--- config.mk ---
export PLATFORM = sky130hd
export DESIGN_NAME = alu_sequencer
export DESIGN_NICKNAME = d
export VERILOG_FILES = /design/src/rtl/alu_sequencer.sv
export SDC_FILE = /design/constraint.sdc
export NUM_CORES = 1
export LEC_CHECK = 0
export ABC_AREA = 1
export ABC_CLOCK_PERIOD_IN_PS = 2700
export CAP_MARGIN = 20
export CELL_PAD_IN_SITES_DETAIL_PLACEMENT = 2
export CELL_PAD_IN_SITES_GLOBAL_PLACEMENT = 2
export CORE_MARGIN = 8
export CORE_UTILIZATION = 26
export CTS_CLUSTER_SIZE = 12
export DETAILED_ROUTE_END_ITERATION = 10
export PLACE_DENSITY = 0.81
export SLEW_MARGIN = 20
export SYNTH_ARGS = -nofsm -noshare
export SYNTH_HDL_FRONTEND = slang
export SYNTH_SLANG_ARGS = --single-unit
--- constraint.sdc ---
create_clock -name Clk -period 2.7 [get_ports Clk]
set_clock_uncertainty 0.15 [all_clocks]
set_input_delay 0.27 -clock Clk [delete_from_list [all_inputs] [get_ports Clk]]
set_output_delay 0.27 -clock Clk [all_outputs]
set_load 0.02 [all_outputs]
--- src/rtl/alu_sequencer.sv ---
// alu_sequencer: fetches a byte-coded program from a synchronous ROM,
// decodes it and issues exactly one alu_op command per instruction.
// Optional single-step mode is enabled with the macro ALU_SEQ_SINGLE_STEP_EN
// (adds Step input and Paused output, and an S_PAUSE state after each S_EXEC).

package global_pkg;
  typedef enum logic [4:0] {
    nop, op_lda, op_ldb, op_ldacc, op_ldid, op_mvacc2id, op_mvacc2a,
    op_mvacc2b, op_add, op_sub, op_shiftl, op_shiftr, op_and, op_or,
    op_xor, op_cmpe, op_cmpl, op_cmpg, op_ascii2bin, op_bin2ascii, op_oeacc
  } alu_op;
endpackage

module alu_sequencer
  import global_pkg::*;
#(
  parameter int PC_W = 8
) (
  input  logic            Clk,
  input  logic            Rst,
  input  logic            Start,
  output logic [PC_W-1:0] RomAddr,
  output logic            RomRdEn,
  input  logic [7:0]      RomData,
  output alu_op           ALU_op,
  output logic [7:0]      AluData,
  input  logic [7:0]      AluOutData,
  input  logic            FlagZ,
  input  logic            FlagC,
  input  logic            FlagN,
  input  logic            FlagE,
  output logic [7:0]      OutPort,
  output logic            OutValid,
  output logic            Halted,
  output logic            IllegalOp
`ifdef ALU_SEQ_SINGLE_STEP_EN
  ,
  input  logic            Step,
  output logic            Paused
`endif
);

  typedef enum logic [2:0] {
    S_IDLE, S_FETCH, S_LATCH, S_OPFETCH, S_OPLATCH, S_EXEC, S_HALT, S_PAUSE
  } state_t;

  state_t          state_q, state_d;
  logic [PC_W-1:0] pc_q, pc_d;
  logic [7:0]      ir_q, ir_d;
  logic [7:0]      opr_q, opr_d;
  logic [7:0]      outPort_q, outPort_d;
  logic            outValid_q, outValid_d;
  logic            illegal_q, illegal_d;

  alu_op           execOp;
  logic [7:0]      execData;
  logic            jumpTaken;
  logic            illegalSeen;

  // Bit 5 of byte0 carries no meaning in any instruction class.
  logic unusedIrBit;
  assign unusedIrBit = ir_q[5];

  assign RomAddr   = pc_q;
  assign OutPort   = outPort_q;
  assign OutValid  = outValid_q;
  assign IllegalOp = illegal_q;

  // State register with synchronous reset; Rst wins over every state.
  always_ff @(posedge Clk) begin
    if (Rst) begin
      state_q    <= S_IDLE;
      pc_q       <= '0;
      ir_q       <= '0;
      opr_q      <= '0;
      outPort_q  <= '0;
      outValid_q <= 1'b0;
      illegal_q  <= 1'b0;
    end else begin
      state_q    <= state_d;
      pc_q       <= pc_d;
      ir_q       <= ir_d;
      opr_q      <= opr_d;
      outPort_q  <= outPort_d;
      outValid_q <= outValid_d;
      illegal_q  <= illegal_d;
    end
  end

  // Decode the latched instruction into the command, operand and jump decision.
  always_comb begin
    execOp      = nop;
    execData    = '0;
    jumpTaken   = 1'b0;
    illegalSeen = 1'b0;
    case (ir_q[7:6])
      2'b00: begin
        if (ir_q[4:0] > op_oeacc) illegalSeen = 1'b1;
        else                      execOp = alu_op'(ir_q[4:0]);
      end
      2'b01: begin
        execData = opr_q;
        case (ir_q[1:0])
          2'b00:   execOp = op_lda;
          2'b01:   execOp = op_ldb;
          2'b10:   execOp = op_ldacc;
          default: execOp = op_ldid;
        endcase
      end
      2'b10: begin
        case (ir_q[2:0])
          3'b000:  jumpTaken = 1'b1;
          3'b001:  jumpTaken = FlagZ;
          3'b010:  jumpTaken = ~FlagZ;
          3'b011:  jumpTaken = FlagC;
          3'b100:  jumpTaken = FlagN;
          3'b101:  jumpTaken = FlagE;
          default: illegalSeen = 1'b1;
        endcase
      end
      default: ;
    endcase
  end

  // Next-state logic: sequencing, PC update, operand capture, output capture.
  always_comb begin
    state_d    = state_q;
    pc_d       = pc_q;
    ir_d       = ir_q;
    opr_d      = opr_q;
    outPort_d  = outPort_q;
    outValid_d = 1'b0;
    illegal_d  = illegal_q;
    case (state_q)
      S_IDLE:    if (Start) state_d = S_FETCH;
      S_FETCH:   state_d = S_LATCH;
      S_LATCH: begin
        ir_d = RomData;
        pc_d = pc_q + PC_W'(1);
        if (RomData[7:6] == 2'b01 || RomData[7:6] == 2'b10) state_d = S_OPFETCH;
        else                                                 state_d = S_EXEC;
      end
      S_OPFETCH: state_d = S_OPLATCH;
      S_OPLATCH: begin
        opr_d   = RomData;
        pc_d    = pc_q + PC_W'(1);
        state_d = S_EXEC;
      end
      S_EXEC: begin
        if (illegalSeen) illegal_d = 1'b1;
        if (jumpTaken)   pc_d = opr_q[PC_W-1:0];
        if (execOp == op_oeacc) begin
          outPort_d  = AluOutData;
          outValid_d = 1'b1;
        end
        if (ir_q[7:6] == 2'b11) state_d = S_HALT;
`ifdef ALU_SEQ_SINGLE_STEP_EN
        else                    state_d = S_PAUSE;
`else
        else                    state_d = S_FETCH;
`endif
      end
`ifdef ALU_SEQ_SINGLE_STEP_EN
      S_PAUSE:   if (Step) state_d = S_FETCH;
`endif
      default:   state_d = state_q;
    endcase
  end

  // Output logic: the ALU only ever sees a command during S_EXEC.
  always_comb begin
    ALU_op  = nop;
    AluData = '0;
    RomRdEn = 1'b0;
    Halted  = 1'b0;
`ifdef ALU_SEQ_SINGLE_STEP_EN
    Paused  = (state_q == S_PAUSE);
`endif
    case (state_q)
      S_FETCH, S_OPFETCH: RomRdEn = 1'b1;
      S_EXEC: begin
        ALU_op  = execOp;
        AluData = execData;
      end
      S_HALT:  Halted = 1'b1;
      default: ;
    endcase
  end

endmodule
======== Word-level counts from Yosys, hierarchy flattened ========
Cells that the tools add are included.
storage, ports and cells
  flip-flop bits (word level) ............. 37
  input bits .............................. 23
  output and inout port bits .............. 33
  word-level logic and storage cells ...... 67
operators by class
  $add $sub $neg .......................... 1
  order comparisons ....................... 1
  eq/ne operators ......................... 21
  muxes and demuxes ....................... 20
  bitwise gates (word level) .............. 2
  reductions and logical operators ........ 15
operators by type and width
  cell                                                             number
  8-bit 2-to-1 mux                                                 3
  3-bit case mux with 6 select lines                               1
  8-bit case mux with 2 select lines                               1
  3-bit == test, second input constant                             5
  3-bit by 2-bit == test with 1-bit output, second input constant  4
  5-bit 2-to-1 mux                                                 2
  5-bit case mux with 2 select lines                               1
  3-bit 2-to-1 mux                                                 3
  3-bit case mux with 3 select lines                               1
  8-bit by 1-bit adder with 8-bit output, second input constant    1
  2-bit == test, second input constant                             4
  2-bit AND reduction                                              4
  2-bit by 1-bit == test with 1-bit output, second input constant  3
  3-bit by 1-bit == test with 1-bit output, second input constant  2
  3-bit logical NOT                                                2
  1-bit 2-to-1 mux                                                 6
  1-bit case mux with 6 select lines                               1
  6-bit nonzero test                                               1
  2-bit OR reduction                                               3
  6-bit OR reduction                                               1
  5-bit == test, second input constant                             1
  5-bit greater-than comparator, second input constant             1
  2-bit logical NOT                                                2
  2-bit != test, second input constant                             2
  4 further kinds                                                  5

======== Logic depth before layout (Yosys ltp) ========
Gate-level depths: netlist of the first run.
  word-level depth ........................ 5
  mapped depth ............................ 13
  depth with buffers taken out ............ 13

======== Least setup slack after synthesis of the first run ========
No wires, ideal clock.
  kind .................................... flip-flop to flip-flop
  from .................................... register ir_q[0]
  to ...................................... register outPort_q[0] (netlist: OutPort[0])
  setup time .............................. 113 ps
  data arrival time ....................... 1526 ps
  data required time ...................... 2437 ps
  path slack .............................. 911 ps
  stages on the path, launching flop included .. 13
  path buffers ............................ 0
  period minus slack after synthesis ...... 1789 ps
  cell sequence ........................... dfxtp_1 -> inv_1 -> ha_1 -> inv_2 -> nand2_1 -> nand2_1 -> nand2_2 -> nand2_1 -> nand2_1 -> nor2_2 -> nand3_1 -> nand2_1 -> nor2_1
on the way
  cells in the longest elaborated chain, start to end .. 5
  elaborated cells on any way between the ends .. 9
  those cells by class .................... order compare: 1; eq/ne: 3; mux: 3; reduce/logical: 2
RTL lines
  what                                                                    line     text
  start, declared                                                         49       logic [7:0] ir_q, ir_d;
  start signal, assigned                                                  82       ir_q <= ir_d;
  5-bit greater-than comparator (tied with other cells)                   98       if (ir_q[4:0] > op_oeacc) illegalSeen = 1'b1;
  5-bit 2-to-1 mux or 3-bit case mux with 3 select lines (tied branches)  98, 103
  5-bit case mux with 2 select lines *                                    96       case (ir_q[7:6])
  5-bit == test *                                                         152      if (execOp == op_oeacc) begin
  2-bit AND reduction (no source line) *                                  -
  end signal, assigned                                                    84       outPort_q <= outPort_d;
  end, declared                                                           51       logic [7:0] outPort_q, outPort_d;
Mark *: on every way between the ends. The rest lies on a longest branch, timed or not.
A chain may end at the register's enable or synchronous reset.

======== Worst setup path in the final report of the first run ========
  from .................................... register ir_q[0]
  to ...................................... output port ALU_op[2]
on the way
  cells in the longest elaborated chain, start to end .. 4
  elaborated cells on any way between the ends .. 8
  those cells by class .................... order compare: 1; eq/ne: 2; mux: 4; reduce/logical: 1
RTL lines
  what                                                                    line     text
  5-bit greater-than comparator (tied with other cells)                   98
  5-bit 2-to-1 mux or 3-bit case mux with 3 select lines (tied branches)  98, 103
  5-bit case mux with 2 select lines *                                    96
  5-bit 2-to-1 mux *                                                      179      case (state_q)
  end, declared                                                           25       output alu_op ALU_op,
Marked as above.

==> results of run 1 <==
[cells in the final DEF, fill, tap and decap left out, drive strengths merged]
cell type and n:
ha 5, nand2 69, xor2 2, nor3 4, dfxtp 36, buf 3, o21ai 22, nor2 85
xnor2 1, a31oi 1, clkinv 1, nor4 2, o22ai 1, nand3b 2, a21oi 17, dlymetal6s2s 2
o31ai 1, nand3 20, clkdlybuf4s50 53, clkbuf 6, inv 39
[state kept, by name, summed over array words and instances, names as in the netlist]
name       flops
IllegalOp      1
OutPort        8
OutValid       1
RomAddr        8
opr_q          8
state_q        3
ir_q           7
[per-layer routing]
metal / part of all wire / vias to the layer above / track usage
li1: - / 1093 / -
met1: 0.45 / 1059 / 0.164
met2: 0.52 / 31 / 0.242
met3: 0.026 / 4 / 0.0229
met4: 0.0050 / 0 / 0.0465
met5: 0 / - / 0
[power by group]
part	internal, mW	switching (mW)	total, mW
logic	0.173	0.268	0.441
registers	0.584	0.0578	0.642
clock network	0.176	0.201	0.377
total	0.933	0.527	1.46
[layout make-up]
class                   instances  area (sq um)  area share
multi-input cells             232          1110       0.401
flip-flops and latches         36           721       0.261
repair buffers                 58           578       0.209
inverters                      39           151      0.0548
well taps                     102           128      0.0462
clock buffers                   6          72.6      0.0263
clock inverters                 1          5.00     0.00181
[critical path, delay by kind of cell, from the launching register on]
family,cells,cell delay [ns]
DFF,1,0.37
adders and majority gates,1,0.25
buffers and inverters,3,0.71
and+or+nand+nor,4,0.30
AOI/OAI and AO/OA,1,0.18
[cell usage after synthesis, types with 2 or more instances]
master / n
buf_1: 2
nor2_1: 82
nand3_4: 2
o21ai_0: 22
nand2_2: 2
nor2_8: 2
nand3_1: 18
a21oi_1: 17
dfxtp_1: 36
ha_1: 5
xor2_1: 2
inv_1: 34
nand3b_1: 2
clkbuf_1: 2
nand2_1: 66
inv_2: 4
buf_2: 2
nor3_1: 4
nor4_1: 2
[how the worst max path moves through the flow]
stage	startpoint	to	slack, ns
2_1_floorplan	ir_q[0]	OutPort[0]	0.91
3_3_place_gp	ir_q[0]	ALU_op[0]	0.43
3_5_place_dp	ir_q[0]	ALU_op[0]	0.32
4_1_cts	ir_q[0]	ALU_op[0]	0.0002
5_1_grt	ir_q[0]	ALU_op[2]	0.02
6_report	ir_q[0]	ALU_op[2]	0.18
[cell families after synthesis]
family,count (synthesis),synth area share
AO/OA/AOI/OAI,42,0.108
XOR/XNOR,3,0.0131
adder cells (fa/ha/maj),5,0.0313
buffers and inverters,45,0.0882
flip-flops,36,0.360
AND/OR/NAND/NOR,182,0.399
[timing repair]
item,in CTS,in global routing
setup endpoints to repair,0,3
hold buffers,0,0
resized for setup,0,3
==> flow_metrics.py, run 1 <==
metrics = {
    "status": {
        "outcome": "complete, no violations",
    },
    "placement": {
        "portBuffers": 55,
        "place_hpwl_mm": 5.71,
        "dp_slack_ns": 0.319,
        "dp_cells": 467,
        "gp_congestion": 0.811,
        "placed_area_sq_mm": 0.00268,
    },
    "logic_synthesis": {
        "synth-edff-count": 0,
        "yosys.area.top_type": "dfxtp_1",
        "synth-seq-area-share": 0.360,
        "yosys_warnings": 0,
        "synth_cell_types": 26,
        "async_flop_share": 0,
        "synthCells": 313,
        "yosysTopAreaCellShare": 0.360,
        "syn-cell-area_sq_mm": 0.00200,
        "synthTopCellsByArea": "dfxtp_1 36%, nor2_1 15%, nand2_1 12%",
        "syn_avg_cell_area_sq_um": 6.39,
        "postSynthNetCount": 341,
        "ys.flop_type": "dfxtp_1",
        "ys_ff_latch": 36,
    },
    "drt": {
        "wirelength_mm": 7.15,
        "routedWlPerCell_microns": 15.1,
        "drcViolationCount": 0,
        "ant_nets": 0,
        "vias": 2187,
        "dr.pass1.iters": 4,
        "viasPerCell": 4.61,
        "drt_iter0_drc": 48,
    },
    "timing": {
        "finalWorstSetupSlack_ns": 0.182,
        "final.min_clock_period_ns": 2.52,
        "slew_violations": 0,
        "worstMarginPinSlew_ns": 0.610,
        "setup_viol": 0,
        "slew_headroom": 0.592,
        "hold_ws_ns": 0.340,
        "rsz0062_at_grt": "false",
        "hold_viol": 0,
        "finalSetupTns_ns": 0,
        "fmax_ghz": 0.397,
        "fin_crit_sh": 0.932,
    },
    "critical_path": {
        "rr_endpoint": "OutPort[7]",
        "reg2reg_depth": 12,
        "worst-path-max-fanout": 6,
        "cp-start-kind": "flop",
        "end_kind": "primary output",
        "crit_top_cell": "nand2_1",
        "crit_arrival_ns": 2.10,
        "required_ns": 2.28,
        "reg2reg_slack_ns": 0.45,
        "crit_slowest_cell": "clkdlybuf4s50_1",
        "critPathMaxStageDelay_ns": 0.54,
        "critical_path_class": "reg -> out",
        "crit_path_cell_trace": "inv_1, ha_1, inv_2, nand2_1, nand2_1, nand2_2, a21oi_2, nor2_1, clkdlybuf4s50_1",
        "worstReg2RegStart": "ir_q[0]",
    },
    "floorplan": {
        "die_x_microns": 104,
        "num_rows": 32,
        "die_h_microns": 104,
        "start_util": 0.263,
        "coreArea_sq_mm": 0.00761,
        "ioPinCount": 56,
        "die_area_sq_mm": 0.0108,
    },
    "layout": {
        "postLayoutCoreUtil": 0.363,
        "finalInstanceArea_sq_mm": 0.00276,
        "nNetsFinal": 400,
        "drive_gt1_frac": 0.0618,
        "stdcell_count": 474,
        "areaGrowthSynthToFinish_pct": 38.1,
        "diodes": 0,
        "n_fill_cell": 926,
    },
    "clock_network": {
        "cts_tree": "built",
        "root_buffer": "clkbuf_8",
        "htree_levels": 2,
        "post_cts_buffers": 0,
        "clkSlewWorstSetupHoldPaths_ns": 0.07,
        "clk_path_buf_depth": 2,
        "clkLatencyLatePin_ns": 0.29,
        "cts_made_buffers": 5,
        "clock_sinks": 36,
    },
    "power": {
        "ir_worst_vdd_mv": 0.184,
        "total_power_mw": 1.46,
        "power_density_mw_per_mm2": 529,
        "leakage_nw": 1.26,
    },
    "min_path": {
        "min-delay-start": "opr_q[5]",
        "min_path_type": "reg -> reg",
        "min_delay_path_depth": 2,
        "hold_end": "opr_q[5]",
    },
    "global_routing": {
        "grt_pass1_vias": 2428,
        "grt_overflow": 0,
        "grt_pass1_wl_mm": 12.2,
        "grt_max_degree": 23,
        "grt_antenna_before_repair": 0,
        "grt.total_usage": 0.137,
    },
    "job": {
        "maxCapViolCount": 0,
    },
}
(Power assumes the default switching activity.)
==> run 2: changes to the inputs <==
--- a/config.mk
+++ b/config.mk
@@ -12,6 +12,7 @@
 export CELL_PAD_IN_SITES_GLOBAL_PLACEMENT = 2
 export CORE_MARGIN = 8
 export CORE_UTILIZATION = 26
+export CTS_CLUSTER_DIAMETER = 120
 export CTS_CLUSTER_SIZE = 12
 export DETAILED_ROUTE_END_ITERATION = 10
 export PLACE_DENSITY = 0.81
==> results of run 2 <==
The final DEF is identical to that of run 1; final timing and power are the same.
==> RTL change, RTL diff (flow settings as in run 2) <==
Change the parameter `PC_W` from 8 to 7.
--- a/src/rtl/alu_sequencer.sv
+++ b/src/rtl/alu_sequencer.sv
@@ -15,5 +15,5 @@
   import global_pkg::*;
 #(
-  parameter int PC_W = 8
+  parameter int PC_W = 7
 ) (
   input  logic            Clk,
Interface: changed (resized RomAddr); port bits go from 56 to 55. No check against the original RTL was run, so the function may have changed too.
==> RTL change against run 2 <==
Utilization shrank 0.45 points; area after synthesis down 0.44%; non-clock buffer count shrank 3; count of clock-buffer cells in the layout stayed put; sequential cell count down 1; power barely moved; final area is 1.8% lower; routed wire length shrank 7.0%; critical path depth stayed put; worst setup slack worse by 0.040 ns; sequential share of layout area is 0.27 points lower; critical endpoint unchanged.
==> RTL change: results (changes against run 2) <==
INFO  metric groute.layer.met2.usage = 0.236 (was 0.242)
INFO  metric synth_seq_area_share = 0.352 (was 0.360)
INFO  metric hold_path_end = OutPort[2] (was opr_q[5])
INFO  metric finalNetCount = 380 (was 400)
INFO  metric power.static_leakage = 1.16 nW (was 1.26 nW)
INFO  metric gr-usage-met3 = 0.0254 (was 0.0229)
INFO  metric wl_per_cell = 14.6 µm (was 15.1 µm)
INFO  metric place_congestion = 0.809 (was 0.811)
INFO  metric numPlacedInstances = 447 (was 467)
INFO  metric first_pass_grt_wire_length = 11,300 µm (was 12,200 µm)
INFO  metric routed-wl-met2 = 3450 µm (was 3720 µm)
INFO  metric critical_path.reg2reg.endpoint = OutPort[1] (was OutPort[7])
INFO  metric ys_top_cells_by_count = 71 x sky130_fd_sc_hd__nor2_1, 56 x sky130_fd_sc_hd__nand2_1, 35 x sky130_fd_sc_hd__dfxtp_1, 29 x sky130_fd_sc_hd__inv_1, 21 x sky130_fd_sc_hd__o21ai_0 (was 82 x sky130_fd_sc_hd__nor2_1, 66 x sky130_fd_sc_hd__nand2_1, 36 x sky130_fd_sc_hd__dfxtp_1, 34 x sky130_fd_sc_hd__inv_1, 22 x sky130_fd_sc_hd__o21ai_0)
INFO  metric syn_inst = 299 (was 313)
INFO  metric worst-r2r-setup-slack = 0.71 ns (was 0.45 ns)
INFO  metric grt.met1_usage = 0.141 (was 0.164)
INFO  metric detailroute.via_count = 2,062 (was 2,187)
INFO  metric avgViaCountPerCell = 4.54 (was 4.61)
INFO  metric yosys.area_share.adder = 0.0314 (was 0.0313)
INFO  metric i_o_buffers = 54 (was 55)
INFO  metric drt_iter0_markers = 31 (was 48)
INFO  metric maximum_number_of_pins_on_one_net_before_global_route_repair = 20 (was 23)
INFO  metric post-dp-hpwl = 5420 µm (was 5710 µm)
INFO  metric grt_pass1_vias = 2,326 (was 2,428)
INFO  metric status = finished, final reports clean (unchanged)
INFO  metric detail_route.wirelength.met1 = 2960 µm (was 3210 µm)
INFO  metric slew-limit-headroom = 0.680 (was 0.592)
INFO  metric met3RoutedLength = 181 µm (was 185 µm)
INFO  metric synthDistinctLibCells = 31 (was 26)
INFO  metric synthesis.nets = 327 (was 341)
INFO  metric post_synth_main_area_contributors = sky130_fd_sc_hd__dfxtp_1 35%, sky130_fd_sc_hd__nor2_1 13%, sky130_fd_sc_hd__nand2_1 11%, sky130_fd_sc_hd__inv_1 5.5%, sky130_fd_sc_hd__o21ai_0 5.3% (was sky130_fd_sc_hd__dfxtp_1 36%, sky130_fd_sc_hd__nor2_1 15%, sky130_fd_sc_hd__nand2_1 12%, sky130_fd_sc_hd__inv_1 6.4%, sky130_fd_sc_hd__o21ai_0 5.5%)
-- RTL change: cell types whose count changed after synthesis, moves of 3 or more --
cell,run 2,this run
sky130_fd_sc_hd__nor2_1,82,71
sky130_fd_sc_hd__nand3_1,18,15
sky130_fd_sc_hd__nand2_2,2,7
sky130_fd_sc_hd__nand2_1,66,56
sky130_fd_sc_hd__inv_1,34,29
-- RTL change: through the flow --
step	instance area [µm²]	hold slack, ns	power (mW)
final	2710	0.339	1.46
after global routing	2710	0.359	1.57
after CTS	2700	0.345	1.49
after detailed placement	2620	0.324	1.09
after global placement	2620	0.302	1.07
after floorplan	1990	0.189	0.929
-- RTL change: final cells by class --
type | instances | area, µm² | area share
clock inverter | 1 | 5.00 | 0.00185
inverter | 35 | 133 | 0.0489
tap | 102 | 128 | 0.0470
timing repair buffer | 55 | 553 | 0.204
multi-input combinational | 220 | 1110 | 0.410
clock buffer | 6 | 82.6 | 0.0304
sequential | 35 | 701 | 0.258
